==> src/rtl/lane_sum_pipe.sv <==
// lane_sum_pipe: 2-stage LANES x W-bit adder with running accumulator, beat counter and zero flag.
// Result 2 cycles after acceptance, 1 beat/cycle, holds under out_ready=0; `LANE_SUM_OVF_EN adds sticky out_ovf.
module lane_sum_pipe #(
   parameter int LANES = 4,
   parameter int W     = 8,
   parameter int AW    = 16,
   parameter int CW    = 8
) (
   input  logic               clk,
   input  logic               rst_n,
   input  logic               in_valid,
   output logic               in_ready,
   input  logic [LANES*W-1:0] in_data,
   input  logic               in_cin,
   input  logic               in_acc,
   input  logic               clr,
   output logic               out_valid,
   input  logic               out_ready,
   output logic [AW-1:0]      out_sum,
   output logic               out_zero,
`ifdef LANE_SUM_OVF_EN
   output logic               out_ovf,
`endif
   output logic [CW-1:0]      out_cnt
);

   localparam int NP = LANES / 2;
   localparam int SW = W + $clog2(LANES);

   logic               s1_valid_q, s1_valid_d;
   logic [NP-1:0][W:0] s1_pair_q, s1_pair_d;
   logic               s1_cin_q, s1_cin_d;
   logic               s1_acc_q, s1_acc_d;

   logic [AW-1:0]      acc_q, acc_d;
   logic [CW-1:0]      cnt_q, cnt_d;

   logic               out_valid_q, out_valid_d;
   logic [AW-1:0]      out_sum_q, out_sum_d;
   logic               out_zero_q, out_zero_d;
   logic [CW-1:0]      out_cnt_q, out_cnt_d;

   logic               s2_ready;
   logic               accept;
   logic               s2_load;
   logic               restart;
   logic [SW-1:0]      beat_sum;
   logic [AW-1:0]      beat_ext;
   logic [AW-1:0]      acc_add;

`ifdef LANE_SUM_OVF_EN
   logic               ovf_q, ovf_d;
   logic               out_ovf_q, out_ovf_d;
   logic               acc_carry;
`endif

   // Handshake: in_ready never looks at in_valid.
   always_comb begin
      s2_ready = !out_valid_q || out_ready;
      in_ready = !s1_valid_q || s2_ready;
      accept   = in_valid && in_ready;
      s2_load  = s1_valid_q && s2_ready;
   end

   always_comb begin
      s1_valid_d = s1_valid_q;
      s1_pair_d  = s1_pair_q;
      s1_cin_d   = s1_cin_q;
      s1_acc_d   = s1_acc_q;
      if (s2_load) begin
         s1_valid_d = 1'b0;
      end
      if (accept) begin
         s1_valid_d = 1'b1;
         s1_cin_d   = in_cin;
         s1_acc_d   = in_acc;
         for (int k = 0; k < NP; k++) begin
            s1_pair_d[k] = {1'b0, in_data[(2*k)*W +: W]} + {1'b0, in_data[(2*k+1)*W +: W]};
         end
      end
   end

   always_comb begin
      beat_sum = SW'(s1_cin_q);
      for (int k = 0; k < NP; k++) begin
         beat_sum = beat_sum + SW'(s1_pair_q[k]);
      end
      beat_ext = AW'(beat_sum);
      // A clr landing on the same edge as a beat turns that beat into a restart.
      restart  = !s1_acc_q || clr;
`ifdef LANE_SUM_OVF_EN
      {acc_carry, acc_add} = {1'b0, acc_q} + {1'b0, beat_ext};
`else
      acc_add = acc_q + beat_ext;
`endif
   end

   always_comb begin
      acc_d = acc_q;
      cnt_d = cnt_q;
`ifdef LANE_SUM_OVF_EN
      ovf_d = ovf_q;
`endif
      if (s2_load) begin
         if (restart) begin
            acc_d = beat_ext;
            cnt_d = CW'(1);
`ifdef LANE_SUM_OVF_EN
            ovf_d = 1'b0;
`endif
         end else begin
            acc_d = acc_add;
            cnt_d = (cnt_q == {CW{1'b1}}) ? cnt_q : cnt_q + CW'(1);
`ifdef LANE_SUM_OVF_EN
            ovf_d = ovf_q | acc_carry;
`endif
         end
      end else if (clr) begin
         acc_d = '0;
         cnt_d = '0;
`ifdef LANE_SUM_OVF_EN
         ovf_d = 1'b0;
`endif
      end
   end

   // Output register only moves when a new beat lands, so a stalled result stays put even across clr.
   always_comb begin
      out_valid_d = out_valid_q;
      out_sum_d   = out_sum_q;
      out_zero_d  = out_zero_q;
      out_cnt_d   = out_cnt_q;
`ifdef LANE_SUM_OVF_EN
      out_ovf_d   = out_ovf_q;
`endif
      if (s2_load) begin
         out_valid_d = 1'b1;
         out_sum_d   = acc_d;
         out_zero_d  = (acc_d == '0);
         out_cnt_d   = cnt_d;
`ifdef LANE_SUM_OVF_EN
         out_ovf_d   = ovf_d;
`endif
      end else if (out_ready) begin
         out_valid_d = 1'b0;
      end
   end

   always_ff @(posedge clk or negedge rst_n) begin
      if (!rst_n) begin
         s1_valid_q  <= 1'b0;
         s1_pair_q   <= '0;
         s1_cin_q    <= 1'b0;
         s1_acc_q    <= 1'b0;
         acc_q       <= '0;
         cnt_q       <= '0;
         out_valid_q <= 1'b0;
         out_sum_q   <= '0;
         out_zero_q  <= 1'b0;
         out_cnt_q   <= '0;
`ifdef LANE_SUM_OVF_EN
         ovf_q       <= 1'b0;
         out_ovf_q   <= 1'b0;
`endif
      end else begin
         s1_valid_q  <= s1_valid_d;
         s1_pair_q   <= s1_pair_d;
         s1_cin_q    <= s1_cin_d;
         s1_acc_q    <= s1_acc_d;
         acc_q       <= acc_d;
         cnt_q       <= cnt_d;
         out_valid_q <= out_valid_d;
         out_sum_q   <= out_sum_d;
         out_zero_q  <= out_zero_d;
         out_cnt_q   <= out_cnt_d;
`ifdef LANE_SUM_OVF_EN
         ovf_q       <= ovf_d;
         out_ovf_q   <= out_ovf_d;
`endif
      end
   end

   always_comb begin
      out_valid = out_valid_q;
      out_sum   = out_sum_q;
      out_zero  = out_zero_q;
      out_cnt   = out_cnt_q;
`ifdef LANE_SUM_OVF_EN
      out_ovf   = out_ovf_q;
`endif
   end

endmodule

==> config.mk <==
export PLATFORM = sky130hd
export DESIGN_NAME = lane_sum_pipe
export DESIGN_NICKNAME = d
export VERILOG_FILES = /design/src/rtl/lane_sum_pipe.sv
export SDC_FILE = /design/constraint.sdc
export NUM_CORES = 1
export LEC_CHECK = 0
export ABC_CLOCK_PERIOD_IN_PS = 5600
export CAP_MARGIN = 20
export CORE_MARGIN = 8
export CORE_UTILIZATION = 55
export CTS_BUF_LIST = sky130_fd_sc_hd__clkbuf_8
export CTS_CLUSTER_SIZE = 20
export DETAILED_ROUTE_END_ITERATION = 12
export PLACE_DENSITY = 0.81
export SYNTH_ARGS = -nofsm -noshare
export SYNTH_HDL_FRONTEND = slang
export SYNTH_SLANG_ARGS = --single-unit
==> constraint.sdc <==
create_clock -name clk -period 5.6 [get_ports clk]
set_clock_uncertainty 0.15 [all_clocks]
set_input_delay 0.84 -clock clk [delete_from_list [all_inputs] [get_ports clk]]
set_output_delay 0.84 -clock clk [all_outputs]
set_load 0.05 [all_outputs]
==> reports/metrics.yaml, run 1 <==
run_status:
  status: "complete, no violations"
clock_tree:
  post_cts_buffers: 0
  cts_hold_buffers: 0
  insertion_delay_ps: 350
  cts_tree: "built"
  post_cts_resized: 0
  clk_path_buf_depth: 2
  cts_root_buffer: "clkbuf_8"
  h-tree-depth: 3
  numCtsBuffers: 9
  cts.sinks: 71
  cts.clk_slew.worst_paths_ps: 80
floorplan:
  start_util: 0.558
  dieHeight_um: 107
  core_region_area_um2: 8090
  row_count: 33
  boundaryPins: 66
  die_area_um2: 11400
  die_w_um: 107
detailed_routing:
  wl_per_cell_um: 15.3
  drc: 0
  drt_iter0_drc: 168
  drt_wl_total_mm: 10.0
  vias: 3722
  drt-vias-per-instance: 5.67
  ant_nets: 0
  drtPass1Iterations: 6
layout:
  fin_nets: 626
  drive_gt1_frac: 0.0670
  n_antenna_cell: 0
  layout.area.seq_um2: 1780
  fillers: 661
  areaGrowthSynthToFinish_pct: 19.3
  multi_input_area_um2: 2560
power_and_ir_drop:
  p_leak_nw: 2.50
  ir_worst_vdd_uv: 178
  finalPower_mw: 2.32
  power_density_nw_per_um2: 430
setup_path:
  critPathArrivalTime_ps: 4820
  r2r-start: "s1_pair_q[0]"
  cp_max_fo: 7
  path_cells: "fa_1 > inv_1 > fa_1 > nand2b_1 > a21oi_1 > a31oi_1 > a21oi_1 > xnor2_1 > inv_1 > ha_1 > a21oi_1 > o211ai_2 > a221oi_4 > or4_1 > nand3_2 > or4_1 > nor4_2 > a31o_1"
  reg2reg_depth: 18
  endpoint_kind: "flip-flop"
  r2r_end: "out_zero"
  worstPathRequired_ps: 5730
  cp_slowest_cell: "or4_1"
  rrSetupSlack_ps: 910
  cp_common_cell: "a21oi_1"
  cp-start-kind: "flip-flop"
  path_class: "reg -> reg"
  critical_path.max_stage_delay_ps: 570
synthesis:
  synth_seq_area_share: 0.394
  ys_warn_count: 0
  syn_area_um2: 4510
  synth_top_area_cell: "dfrtp_1"
  ys_types: 62
  synth_nets: 563
  netlist.area_leader.share: 0.394
  synth_flop_cell: "dfrtp_1"
  synth-async-reset-ratio: 1.00
  synth_edf_count: 0
  ys_ff_latch: 71
  synth_cells: 484
  avgSynthCellArea_um2: 9.32
  ys_top_cells_by_area: "dfrtp_1 39%, ha_1 9.7%, nand2_1 5.5%, o21ai_0 4.5%, xnor2_1 3.9%"
min_path:
  hp-start: "out_sum[2]"
  holdPathEnd: "out_sum[2]"
  hold_class: "reg -> reg"
  hold_depth: 2
placed_design:
  dp_hpwl_mm: 7.58
  port-buffer-count: 65
  place.gp.congestion: 0.899
sta:
  final_max_slew_viol_count: 0
  fmax_mhz: 213
  worst_slew_pin_slew_ps: 999
  rsz0062_at_grt: "no"
  hold_violations: 0
  min_period_ps: 4690
  setup_tns_ps: 0
  finalCritPeriodShare: 0.837
  setup_viol_count_final: 0
  slew-limit-headroom: 0.332
global_route:
  grt_overflow: 0
  grt_max_degree: 72
  grt_pass1_vias: 3765
  grt_usage: 0.185
  grt_pass1_wl_mm: 17.3
  antenna_found_initial: 0
run:
  drv_cap: 0
[sequential cells by signal, summed over array words and instances (netlist names)]
name and count:
acc_q 16, cnt_q 8, out_cnt 8, out_sum 16, out_valid 1, out_zero 1, s1_acc_q 1, s1_cin_q 1
s1_pair_q 18, s1_valid_q 1
[through the flow]
step                      cell area, um^2  hold WS [ps]  cells  setup slack [ps]  utilization
after floorplan                      4510           302    484              1420            -
after global placement               5230           302    641              1170        0.646
after detailed placement             5230           313    641              1020        0.646
after CTS                            5380           330    657               962        0.665
after global routing                 5380           342    657               522        0.665
final                                5380           326    657               912        0.665
[worst max-delay path by stage]
stage,start,endpoint
2_1_floorplan,s1_pair_q[0],out_zero
5_1_grt,s1_pair_q[0],out_zero
3_5_place_dp,s1_pair_q[0],out_zero
4_1_cts,s1_pair_q[0],out_zero
6_report,s1_pair_q[0],out_zero
3_3_place_gp,s1_pair_q[0],out_zero
[layout make-up]
type,count,share of cell area
clock buffers,9,0.0230
multi-input cells,373,0.476
flip-flops and latches,71,0.330
clock inverters,7,0.00628
well taps,105,0.0244
inverters,25,0.0174
repair buffers,67,0.123
[routing by layer]
metal / vias up / track usage / wire length [um] / share of wire
met1: 1749 / 0.226 / 4420 / 0.44
li1: 1850 / - / - / -
met2: 110 / 0.310 / 4870 / 0.49
met4: 0 / 0.0633 / 194 / 0.019
met5: - / 0 / 0 / 0
met3: 13 / 0.0480 / 555 / 0.055
[logic make-up (layout without fill, tap and decap cells)]
kind of cell,Yosys count,in the layout,synth area share
AO/OA/AOI/OAI,148,148,0.219
XOR/XNOR,30,30,0.0582
adder cells (fa/ha/maj),40,40,0.119
buffers and inverters,40,108,0.0385
flip-flops,71,71,0.394
multiplexers,5,5,0.0122
AND/OR/NAND/NOR,150,150,0.159
[report_power, final]
group	internal [mW]	switching, mW	total, mW
sequential	0.613	0.0618	0.675
combinational	0.522	0.777	1.30
clock	0.154	0.188	0.341
total	1.29	1.03	2.32
[synthesized netlist by cell type, types with 3 or more instances]
master and count:
dfrtp_1 71, nand2_1 66, o21ai_0 41, ha_1 35, a21oi_1 32, nor2_1 26
inv_1 25, xnor2_1 20, a21o_1 19, clkbuf_1 12, nand3_1 12, xor2_1 10
nand2b_1 8, a31oi_1 6, nor3_1 6, fa_1 5, and3_1 4, mux2_2 4
nor3b_1 4, nor4_1 4, o31ai_1 4, a211oi_1 3, a21boi_0 3, a22o_1 3
and2_1 3, o2111ai_1 3, o21a_1 3, o21ai_1 3, o21bai_1 3, o22ai_1 3
or2_2 3
[worst max-delay path: cells and delay by family, from the launching register on]
family,cells,cell delay [ps]
flops,1,400
xor+xnor,1,150
simple gates,5,1190
buf+inv,2,120
fa+ha+maj,3,960
compound gates,7,1630
[cells in the final DEF (no fill, tap or decap), drive strengths merged, types with 4 or more instances in the layout]
cell and n:
dfrtp 71, nand2 66, clkdlybuf4s50 64, o21ai 44, ha 35, a21oi 33, inv 28, nor2 26
xnor2 20, a21o 19, nand3 13, xor2 10, clkbuf 9, nand2b 8, a31oi 6, nor3 6
fa 5, nor4 5, and3 5, o31ai 4, nor3b 4, mux2 4, and2 4, a22o 4
(Power assumes the default switching activity.)
==> run 2: changes to the inputs <==
--- a/config.mk
+++ b/config.mk
@@ -5,7 +5,7 @@
 export SDC_FILE = /design/constraint.sdc
 export NUM_CORES = 1
 export LEC_CHECK = 0
-export ABC_CLOCK_PERIOD_IN_PS = 5600
+export ABC_CLOCK_PERIOD_IN_PS = 4750
 export CAP_MARGIN = 20
 export CORE_MARGIN = 8
 export CORE_UTILIZATION = 55
==> constraint.sdc (replaced) <==
create_clock -name clk -period 4.75 [get_ports clk]
set_clock_uncertainty 0.15 [all_clocks]
set_input_delay 0.7125 -clock clk [delete_from_list [all_inputs] [get_ports clk]]
set_output_delay 0.7125 -clock clk [all_outputs]
set_load 0.05 [all_outputs]
==> run 2 against run 1 <==
Compared with the run above: clock power rose by 21%; utilization rose by 0.83 points; routed wire length fell by 2.4%; critical path depth fell by 1; largest cell class unchanged.
==> reports/metrics.yaml, run 2 (synthesized netlist as in run 1, its figures left out) <==
run_status:
  status: "complete, no violations"
layout:
  final_cell_mix: "71 x dfrtp_1, 66 x nand2_1, 64 x clkdlybuf4s50_1"
  regMostFlops: "s1_pair_q"
  postLayoutCellArea_um2: 5450
  fin_nets: 631
  final_common_cell: "dfrtp_1"
  drive_gt1_frac: 0.0809
  largest_reg_flops: 18
  areaGrowthSynthToFinish_pct: 20.8
  n_antenna_cell: 0
sta:
  fmax_mhz: 229
  final_max_slew_viol_count: 0
  setup_tns_ps: 0
  slew-limit-headroom: 0.328
  min_period_ps: 4370
  setup_viol_count_final: 0
  hold_violations: 0
  worst_slew_pin_slew_ps: 1000
  whs_ps: 283
  finalCritPeriodShare: 0.919
clock_tree:
  clk_path_buf_depth: 2
  cts_tree: "built"
  cts.clk_slew.worst_paths_ps: 80
  numCtsBuffers: 9
  h-tree-depth: 3
  cts.sinks: 71
  cts_root_buffer: "clkbuf_8"
  insertion_delay_ps: 350
floorplan:
  start_util: 0.558
  die_w_um: 107
  row_count: 33
  boundaryPins: 66
  die_area_um2: 11400
  core_region_area_um2: 8090
  dieHeight_um: 107
power_and_ir_drop:
  power_density_nw_per_um2: 508
  p_leak_nw: 2.52
  ir_worst_vdd_uv: 182
  finalPower_mw: 2.77
global_route:
  grt_max_degree: 37
  antenna_found_initial: 0
  grt_usage: 0.186
  grt_overflow: 0
  grt_pass1_vias: 3907
  grt_pass1_wl_mm: 17.5
detailed_routing:
  drt_iter0_drc: 162
  drt-vias-per-instance: 5.65
  drc: 0
  drt_wl_total_mm: 9.80
  vias: 3733
  drtPass1Iterations: 4
  ant_nets: 0
  wl_per_cell_um: 14.8
placed_design:
  dpl-instance-area_um2: 5250
  port-buffer-count: 65
  dp_hpwl_mm: 7.58
  place.gp.congestion: 0.891
setup_path:
  worstPathRequired_ps: 4890
  path_class: "reg -> reg"
  cp_max_fo: 7
  cp-start-kind: "flip-flop"
  endpoint_kind: "flip-flop"
  critPathArrivalTime_ps: 4500
run:
  drv_cap: 0
min_path:
  hold_class: "in -> async"
run 2: changes by cell type in the layout (fill, tap and decap cells not counted), sizes merged:
cell and change:
buf +5, clkbuf +1, inv -2
run 2: final cells by class:
type / instances / area [um^2]
Timing Repair Buffer: 72 / 698
Multi-Input combinational cell: 373 / 2590
Inverter: 25 / 93.8
Tap cell: 105 / 131
Sequential cell: 71 / 1780
Clock inverter: 5 / 26.3
Clock buffer: 10 / 138
Fill cell: 633 / 2640
run 2: path summary, 6_finish.rpt:
path	from	depth (start not counted)	to	slack [ps]
worst max-delay path	s1_pair_q[0]	17	out_zero	380
worst min-delay path	rst_n	1	out_cnt[5]	280
worst max register to register	s1_pair_q[0]	17	out_zero	380
worst min register to register	out_sum[1]	2	out_sum[1]	330
max in group asynchronous	rst_n	2	s1_pair_q[15]	3170
min in group clk	out_sum[1]	2	out_sum[1]	330
run 2: metal layers:
metal / track usage / vias up / wire [um]
met2: 0.311 / 99 / 4780
met5: 0 / - / 0
met1: 0.221 / 1749 / 4240
met4: 0.0814 / 0 / 229
met3: 0.0480 / 22 / 546
li1: - / 1863 / -
run 2: what timing repair did:
| action | 4_1_cts | 5_1_grt |
|---|---|---|
| setup endpoints to repair | 0 | 1 |
| resized for setup | 0 | 4 |
| buffers inserted | 0 | 2 |
| hold buffers | 0 | 0 |
run 2: stage by stage:
step | std cells | utilization | worst slack [ps]
6_report | 661 | 0.673 | 385
5_1_grt | 661 | 0.673 | -39.7
4_1_cts | 659 | 0.669 | 149
3_5_place_dp | 644 | 0.648 | 187
3_3_place_gp | 644 | 0.648 | 325
2_1_floorplan | 484 | - | 573
run 2: power breakdown:
| group | total, mW | switching [mW] | leakage [nW] | internal, mW |
|---|---|---|---|---|
| Clock | 0.414 | 0.218 | 0.0891 | 0.196 |
| Combinational | 1.56 | 0.916 | 1.51 | 0.642 |
| Sequential | 0.797 | 0.0737 | 0.914 | 0.723 |
run 2: worst max-delay path: stages, from the launching register on:
cell and delay [ps]:
dfrtp_1 410, fa_1 440, inv_1 80, fa_1 200
nand2b_1 160, a21oi_4 80, a311oi_2 290, xnor2_1 140
ha_1 410, and4_4 260, and2_4 160, a221oi_4 80
buf_4 170, o211ai_1 260, nand3_2 110, or4_1 570
nor4_2 150, a31o_1 170
==> run 3: changes to the inputs <==
--- a/config.mk
+++ b/config.mk
@@ -12,6 +12,7 @@
 export CTS_BUF_LIST = sky130_fd_sc_hd__clkbuf_8
 export CTS_CLUSTER_SIZE = 20
 export DETAILED_ROUTE_END_ITERATION = 12
+export HOLD_SLACK_MARGIN = 0.05
 export PLACE_DENSITY = 0.81
 export SYNTH_ARGS = -nofsm -noshare
 export SYNTH_HDL_FRONTEND = slang
==> results of run 3 <==
The final DEF is identical to that of run 2; final timing and power are the same.
